==> src/rtl/pad_attr_ctrl.sv <==
// Per-pad attribute register bank for the DIO pad ring: WARL-masked storage,
// per-pad write lock, default sweep after reset, single-beat read/write port.

module pad_attr_cell #(
  parameter int AttrDw = 32
) (
  input  logic              clk_i,
  input  logic              rst_i,
  input  logic              i_we,
  input  logic              i_lock,
  input  logic [AttrDw-1:0] i_wdata,
  output logic [AttrDw-1:0] o_attr,
  output logic              o_lock
);
  always_ff @(posedge clk_i or posedge rst_i) begin
    if (rst_i) begin
      o_attr <= '0;
      o_lock <= 1'b0;
    end else if (i_we) begin
      o_attr <= i_wdata;
      o_lock <= i_lock;
    end
  end
endmodule

module pad_attr_ctrl #(
  parameter int                NDioPads    = 24,
  parameter int                AttrDw      = 32,
  parameter int                PadIdxW     = 5,
  parameter logic [AttrDw-1:0] DefaultAttr = '0
) (
  input  logic                       clk_i,
  input  logic                       rst_i,
  input  logic [AttrDw-1:0]          warl_mask_i,
  input  logic                       req_valid_i,
  output logic                       req_ready_o,
  input  logic                       req_we_i,
  input  logic                       req_lock_i,
  input  logic [PadIdxW-1:0]         req_idx_i,
  input  logic [AttrDw-1:0]          req_wdata_i,
  output logic                       rsp_valid_o,
  output logic [AttrDw-1:0]          rsp_rdata_o,
  output logic                       rsp_err_o,
  output logic                       init_done_o,
  output logic [NDioPads*AttrDw-1:0] pad_attr_o
);
  typedef enum logic {ST_INIT, ST_IDLE} state_e;

  state_e                           r_state;
  logic [PadIdxW-1:0]               r_cnt;
  logic [NDioPads-1:0][AttrDw-1:0]  w_attr;
  logic [NDioPads-1:0]              w_lock;
  logic [NDioPads-1:0]              w_we;
  logic [AttrDw-1:0]                w_wdata;
  logic                             w_lock_in;
  logic                             w_accept;
  logic                             w_in_range;
  logic [AttrDw-1:0]                w_cur;
  logic                             w_cur_lock;
  logic                             w_wr_ok;
  logic [AttrDw-1:0]                w_masked;

  assign w_accept   = req_valid_i & req_ready_o;
  assign w_in_range = (32'(req_idx_i) < NDioPads);
  assign w_cur      = w_in_range ? w_attr[req_idx_i] : '0;
  assign w_cur_lock = w_in_range ? w_lock[req_idx_i] : 1'b0;
  assign w_wr_ok    = w_accept & req_we_i & w_in_range & ~w_cur_lock;
  assign w_masked   = req_wdata_i & warl_mask_i;

  // One shared write bus; the sweep and the request port never overlap in time.
  assign w_wdata   = (r_state == ST_INIT) ? (DefaultAttr & warl_mask_i) : w_masked;
  assign w_lock_in = (r_state == ST_INIT) ? 1'b0 : req_lock_i;

  always_comb begin
    w_we = '0;
    for (int p = 0; p < NDioPads; p++)
      w_we[p] = ((r_state == ST_INIT) && (r_cnt == PadIdxW'(p))) ||
                (w_wr_ok && (req_idx_i == PadIdxW'(p)));
  end

  for (genvar p = 0; p < NDioPads; p++) begin : g_pad
    pad_attr_cell #(.AttrDw(AttrDw)) u_cell (
      .clk_i  (clk_i),
      .rst_i  (rst_i),
      .i_we   (w_we[p]),
      .i_lock (w_lock_in),
      .i_wdata(w_wdata),
      .o_attr (w_attr[p]),
      .o_lock (w_lock[p])
    );
  end

  assign pad_attr_o = w_attr;

  always_ff @(posedge clk_i or posedge rst_i) begin
    if (rst_i) begin
      r_state     <= ST_INIT;
      r_cnt       <= '0;
      req_ready_o <= 1'b0;
      init_done_o <= 1'b0;
      rsp_valid_o <= 1'b0;
      rsp_rdata_o <= '0;
      rsp_err_o   <= 1'b0;
    end else begin
      case (r_state)
        ST_INIT: begin
          r_cnt <= r_cnt + 1'b1;
          if (r_cnt == PadIdxW'(NDioPads - 1)) begin
            r_state     <= ST_IDLE;
            req_ready_o <= 1'b1;
            init_done_o <= 1'b1;
          end
        end
        default: r_state <= ST_IDLE;
      endcase

      rsp_valid_o <= w_accept;
      // Response data/err hold between pulses.
      if (w_accept) begin
        if (!w_in_range) begin
          rsp_rdata_o <= '0;
          rsp_err_o   <= 1'b1;
        end else if (req_we_i && !w_cur_lock) begin
          rsp_rdata_o <= w_masked;
          rsp_err_o   <= 1'b0;
        end else begin
          rsp_rdata_o <= w_cur;
          rsp_err_o   <= req_we_i;
        end
      end
    end
  end
endmodule
==> config.mk <==
export PLATFORM = sky130hd
export DESIGN_NAME = pad_attr_ctrl
export DESIGN_NICKNAME = d
export VERILOG_FILES = /design/src/rtl/pad_attr_ctrl.sv
export SDC_FILE = /design/constraint.sdc
export NUM_CORES = 2
export LEC_CHECK = 0
export ABC_CLOCK_PERIOD_IN_PS = 35300
export CAP_MARGIN = 40
export CORE_AREA = 2 2 339 341
export CTS_CLUSTER_SIZE = 24
export DETAILED_ROUTE_END_ITERATION = 8
export DIE_AREA = 0 0 341 343
export DONT_BUFFER_PORTS = 1
export GPL_TIMING_DRIVEN = 0
export PLACE_DENSITY_LB_ADDON = 0.12
export RECOVER_POWER = 25
export SYNTH_ARGS = -nofsm -noshare
export SYNTH_HDL_FRONTEND = slang
export SYNTH_SLANG_ARGS = --single-unit
==> constraint.sdc <==
create_clock -name clk_i -period 35.3 [get_ports clk_i]
set_input_delay 3.53 -clock clk_i [delete_from_list [all_inputs] [get_ports clk_i]]
set_output_delay 3.53 -clock clk_i [all_outputs]
set_load 0.01 [all_outputs]
Word-level counts from Yosys, hierarchy flattened
Cells that the tools add are included.
{"block": "totals", "ff_bits": 833, "wordCells": 200}
{"block": "classes", "magnitude_cmp": 2, "n_addsub": 1, "n_bitwise": 7, "n_eq_ne": 46, "mux": 13, "reduce_logical": 77}
{"cell": "$bmux W32 S5", "n": 1}
{"cell": "$mux W32", "n": 4}
{"cell": "$eq A5 B4 Y1 const B", "n": 16}
{"cell": "$eq A5 B5 Y1 const B", "n": 16}
{"cell": "$logic_and A1 B1 Y1", "n": 49}
{"cell": "$eq A5 B3 Y1 const B", "n": 8}
{"cell": "$and A32 B32 Y32", "n": 1}
{"cell": "$logic_or A1 B1 Y1", "n": 24}
{"cell": "$eq A5 B2 Y1 const B", "n": 4}
{"cell": "$eq A5 B1 Y1 const B", "n": 2}
{"cell": "$logic_not A5 Y1", "n": 2}
{"cell": "$mux W1", "n": 7}
{"cell": "$lt A5 B6 Y1 const B", "n": 1}
{"cell": "$add A5 B1 Y5 const B", "n": 1}
{"cell": "$bmux W1 S5", "n": 1}
{"cell": "$lt A5 B5 Y1 const B", "n": 1}
{"cell": "$and A1 B1 Y1", "n": 4}
{"cell": "$not A1 Y1", "n": 2}
{"cell": "$reduce_and A2 Y1", "n": 1}
{"cell": "$logic_not A1 Y1", "n": 1}

Longest topological paths before layout
{"block": "depth", "ltp_word": 7, "depth_mapped": 12}

Cells and area by module
A second synthesis with hierarchy kept.
{"block": "unflattened", "hier_cells": 2760, "hier_area_um2": 42824.8}
{"mod": "pad_attr_cell", "cells_each": 71, "instances": 24, "seq_area_each_um2": 825.8, "area_per_inst_um2": 1385.1}
{"mod": "pad_attr_ctrl", "cells_each": 1056, "instances": 1, "seq_area_each_um2": 1026.0, "area_per_inst_um2": 9582.9}

Worst setup path after synthesis
No wires, ideal clock.
{"block": "synth_timing", "path_kind": "input to register", "start": "input req_idx_i[0]", "end": "register rsp_rdata_o[10]", "arrival_ns": 5.546, "setup_time_ns": 0.142, "cell_stages": 9, "path_buffers": 4, "path_slack_ns": 29.612, "t_required_ns": 35.158, "path_cell_list": "buf_2 > buf_2 > buf_1 > buf_2 > mux4_2 > mux2i_1 > nor2_1 > nor2_1 > o221ai_1"}
{"block": "synth_between", "elab_chain_len": 7, "elab_cells_between_ends": 10, "classes_between": "1 x order compare; 7 x mux; 2 x reduce/logical"}
{"item": "start: declaration", "line": "39", "rtl": "input logic [PadIdxW-1:0] req_idx_i,"}
{"item": "$bmux W1 S5", "line": "66", "rtl": "assign w_cur_lock = w_in_range ? w_lock[req_idx_i] : 1'b0;"}
{"item": "$mux W1 (not written as such)", "line": "66"}
{"item": "$mux W1", "line": "66"}
{"item": "$logic_not A1 Y1", "line": "123", "rtl": "end else if (req_we_i && !w_cur_lock) begin"}
{"item": "$logic_and A1 B1 Y1", "line": "123"}
{"item": "$mux W32", "line": "123"}
{"item": "$mux W32 *", "line": "120", "rtl": "if (!w_in_range) begin"}
{"item": "end signal: assignment", "line": "124", "rtl": "rsp_rdata_o <= w_masked;"}
{"item": "end signal: assignment", "line": "127", "rtl": "rsp_rdata_o <= w_cur;"}
{"item": "end: declaration", "line": "42", "rtl": "output logic [AttrDw-1:0] rsp_rdata_o,"}
Mark *: on every way between the ends. The rest lies on a longest branch, timed or not. The select of a mux whose other input is x is not followed.
A chain may end at the register's enable or synchronous reset.

==> reports/qor.csv <==
stage,metric,value,unit
synth,Yosys top cell by area,dfrtp_1,
routing,Vias/cell,6.218,
outcome,status,finished with violations,
critical_path,worst path required time,34620,ps
global_route,pin count of the biggest net entering global routing,112,
synth,Synth Instances,3269,
timing,Final setup viols,0,
floorplan,row cnt,124,
timing,final hold vios,0,
timing,final period utilization,42.09,%
place,DP HPWL,163300,um
routing,routed len/inst,40.72,um
routing,Iter 0 DRT Violations,2911,
routing,final wirelength,204300,um
synth,Async SR Flop Fraction,100.0,%
timing,Layout Skew,15.94,ps
timing,unrepaired setup endpoints after global routing,no,
critical_path,"most used cell, CP",clkbuf_1,
synth,post-synth cell types,54,
final_layout,nets@finish,3498,
synth,"FF+latch count, synth",833,
global_route,GRT overflow,0,
global_route,met3 global-route usage,13.57,%
worst_hold_path,Hold Crit Start,g_pad[21].u_cell.o_lock,
place,I/O Buffers,0,
critical_path,CP cell instances,"clkinvlp_2, clkbuf_1, clkbuf_1",
global_route,GRT Total Usage,34.21,%
synth,Post-Syn Area,0.03772,mm2
power,clock share of power,47.5,%
floorplan,overall die width,341,um
clock_tree,CTS Buf Count,99,
timing,Tightest Pin Transition,6082,ps
routing,First-pass DRT Iterations,7,
synth,"top cells by area, synth","dfrtp_1 (55%), mux4_2 (12%), nand3_1 (6.7%)",
critical_path,CP Data Arrival Time,14170,ps
critical_path,R2R Path Start,r_state,
critical_path,Setup crit start,rst_i,
routing,drt drc,0,
clock_tree,PostCTS Resize Cnt,0,
clock_tree,CTS max path bufs,3,
final_layout,footprint of the multi-input gates,0.01550,mm2
final_layout,Area Overhead vs Synth,15.34,%
synth,Mapped Avg Cell Area,11.54,um2
power,Peak supply drop,0.04156,mV
clock_tree,CTS Hold Buffers Added,0,
floorplan,IO Count,878,
power,Cell Int Power,1.661,mW
timing,min Tclk post-route,14860,ps
timing,Max Clock Freq,0.06731,GHz
clock_tree,clk_lat worst skew,700,ps
global_route,GR Util met1,42.24,%
final_layout,Finished Layout Cells,5018,
timing,worst slew margin relative to its limit,-305.5,%
global_route,grt peak-use layer,met2,
floorplan,die area,0.1170,mm2
routing,Final ANT Viol Nets,0,
job,Max Cap Viol,8,
clock_tree,Post-CTS Setup Bufs,0,
global_route,initial antenna violation count,8,
worst_hold_path,Hold Path Class,reg -> reg,
power,register share of total power,45.9,%
critical_path,Crit Path Class,in -> async,
global_route,M2 GR Usage,56.06,%
floorplan,core area,0.1134,mm2
power,Combinational Power Share,6.6,%
final_layout,fillers,11170,
synth,ys flop type,dfrtp_1,
synth,Yosys top cell area share,55.26,%
critical_path,crit path launch type,primary input,
synth,post-synth net total,3348,
critical_path,CP bufs+invs,3,
critical_path,Setup crit end kind,async pin,
clock_tree,CTS H-tree lvls,3,
final_layout,"most common cell after layout, fill and taps aside",dfrtp_1,
critical_path,"Slowest-stage cell, CP",clkbuf_1,
power,switching pwr,600.5,uW
critical_path,worst-path maximum fanout,108,
routing,via count,31200,
timing,fin. max-slew vios,737,
final_layout,fraction of layout instances using a drive strength above 1,15.85,%
floorplan,chip height,343,um
power,Switching Fraction,26.56,%
final_layout,register area,0.02085,mm2
global_route,first-pass GRT wire length,277400,um
clock_tree,Root Buffer,clkbuf_16,
power,Static Leak,18.72,nW
clock_tree,CTS tree,yes,
power,PnR Total Power,2.261,mW
floorplan,Starting Density,33.26,%
place,placed insts,4829,
global_route,vias in the first global route,30660,
power,PwrDens,51.97,mW/mm2
clock_tree,clock sinks,833,
place,gpl congestion,0.9573,
clock_tree,"Reg clk slew, reported paths",60,ps
synth,number of flops mapped to enable cells by yosys,0,
synth,sequential fraction of the synthesis area,55.26,%
outcome,failing checks,"max-capacitance violations, max-slew violations",
final_layout,most frequent cells in the layout,"dfrtp_1 (833), nand3_1 (506), o21ai_0 (473)",
critical_path,"CP delay by family, top",buffers and inverters,
critical_path,Max stage delay on crit path,4400,ps
synth,Synth Warn #,0,
[through the flow]
stage | setup slack (ps) | hold slack [ps] | setup TNS [ps] | utilization, % | area (um2)
global route | 18180 | 520.9 | 0 | 38.36 | 43500
finish | 20440 | 482.8 | 0 | 38.37 | 43510
CTS | 28640 | 482.5 | 0 | 38.52 | 43680
detailed placement | 27910 | 468.2 | 0 | 35.57 | 40340
floorplan | 8369 | 444.4 | 0 | - | 37720
global placement | -3579 | 467.0 | -2816830 | 34.93 | 39620
[path summary, 6_finish.rpt]
path / slack (ps) / to / depth (start not counted)
setup / recovery: 20440 / g_pad[17].u_cell.o_attr[18] / 3
hold / removal: 480 / g_pad[21].u_cell.o_lock / 2
setup reg to reg: 30720 / g_pad[2].u_cell.o_lock / 8
hold reg to reg: 480 / g_pad[21].u_cell.o_lock / 2
max in group clk_i: 28640 / rsp_rdata_o[21] / 9
min in group asynchronous: 3880 / g_pad[11].u_cell.o_attr[5] / 1
[worst min-delay path: stages (launching register included)]
cell and delay [ps]:
dfrtp_1 340, nand2_1 50, o21ai_0 60
[cells in the mapped netlist (4+ instances only)]
library cell / n
mux4_2: 193
o31ai_2: 10
nor2_1: 207
nand2_1: 137
o21ai_0: 473
o21ai_1: 10
clkbuf_1: 250
nand3_1: 506
a22o_1: 200
nor3_1: 6
buf_1: 42
buf_2: 49
a31o_2: 97
nand2b_1: 11
mux2i_1: 105
inv_1: 6
o221ai_1: 31
nand4_1: 5
o22ai_1: 32
ha_1: 5
and2_1: 11
mux2_2: 4
dfrtp_1: 833
[registers in the layout, indices dropped and copies added (netlist names)]
| signal | flops |
|---|---|
| rsp_rdata_o | 32 |
| rsp_valid_o | 1 |
| init_done_o | 1 |
| rsp_err_o | 1 |
| g_pad.u_cell.o_lock | 24 |
| r_cnt | 5 |
| g_pad.u_cell.o_attr | 768 |
| r_state | 1 |
[cell type report]
class                   instances  share of cell area [%]
diodes                          5                 0.02875
plain buffers                 343                   3.120
clock buffers                 156                   6.812
clock inverters                27                  0.8655
inverters                       7                 0.06326
multi-input cells            2086                   35.62
flip-flops and latches        833                   47.91
well taps                    1512                   4.348
repair buffers                 49                   1.242
[per-layer routing]
layer | up-vias | share of wire, % | wire (um)
met5 | - | 0.0088 | 18
met2 | 1494 | 48 | 97610
met1 | 16890 | 38 | 78550
met3 | 266 | 11 | 22060
li1 | 12550 | - | -
met4 | 4 | 3.0 | 6068
[power groups by stage]
stage	clock network (mW)	logic [mW]	registers [mW]
2_1_floorplan	0	0.0913	1.03
3_3_place_gp	0	0.143	1.06
3_5_place_dp	0	0.151	1.05
4_1_cts	1.08	0.152	1.04
5_1_grt	1.12	0.161	1.04
6_report	1.08	0.149	1.04
[logic make-up after synthesis]
group | share of synthesized area [%]
compound gates | 15.42
fa+ha+maj | 0.1658
simple gates | 11.00
buf+inv | 3.665
xor+xnor | 0.06966
flops | 55.26
mux | 14.43
(Power assumes the default switching activity.)
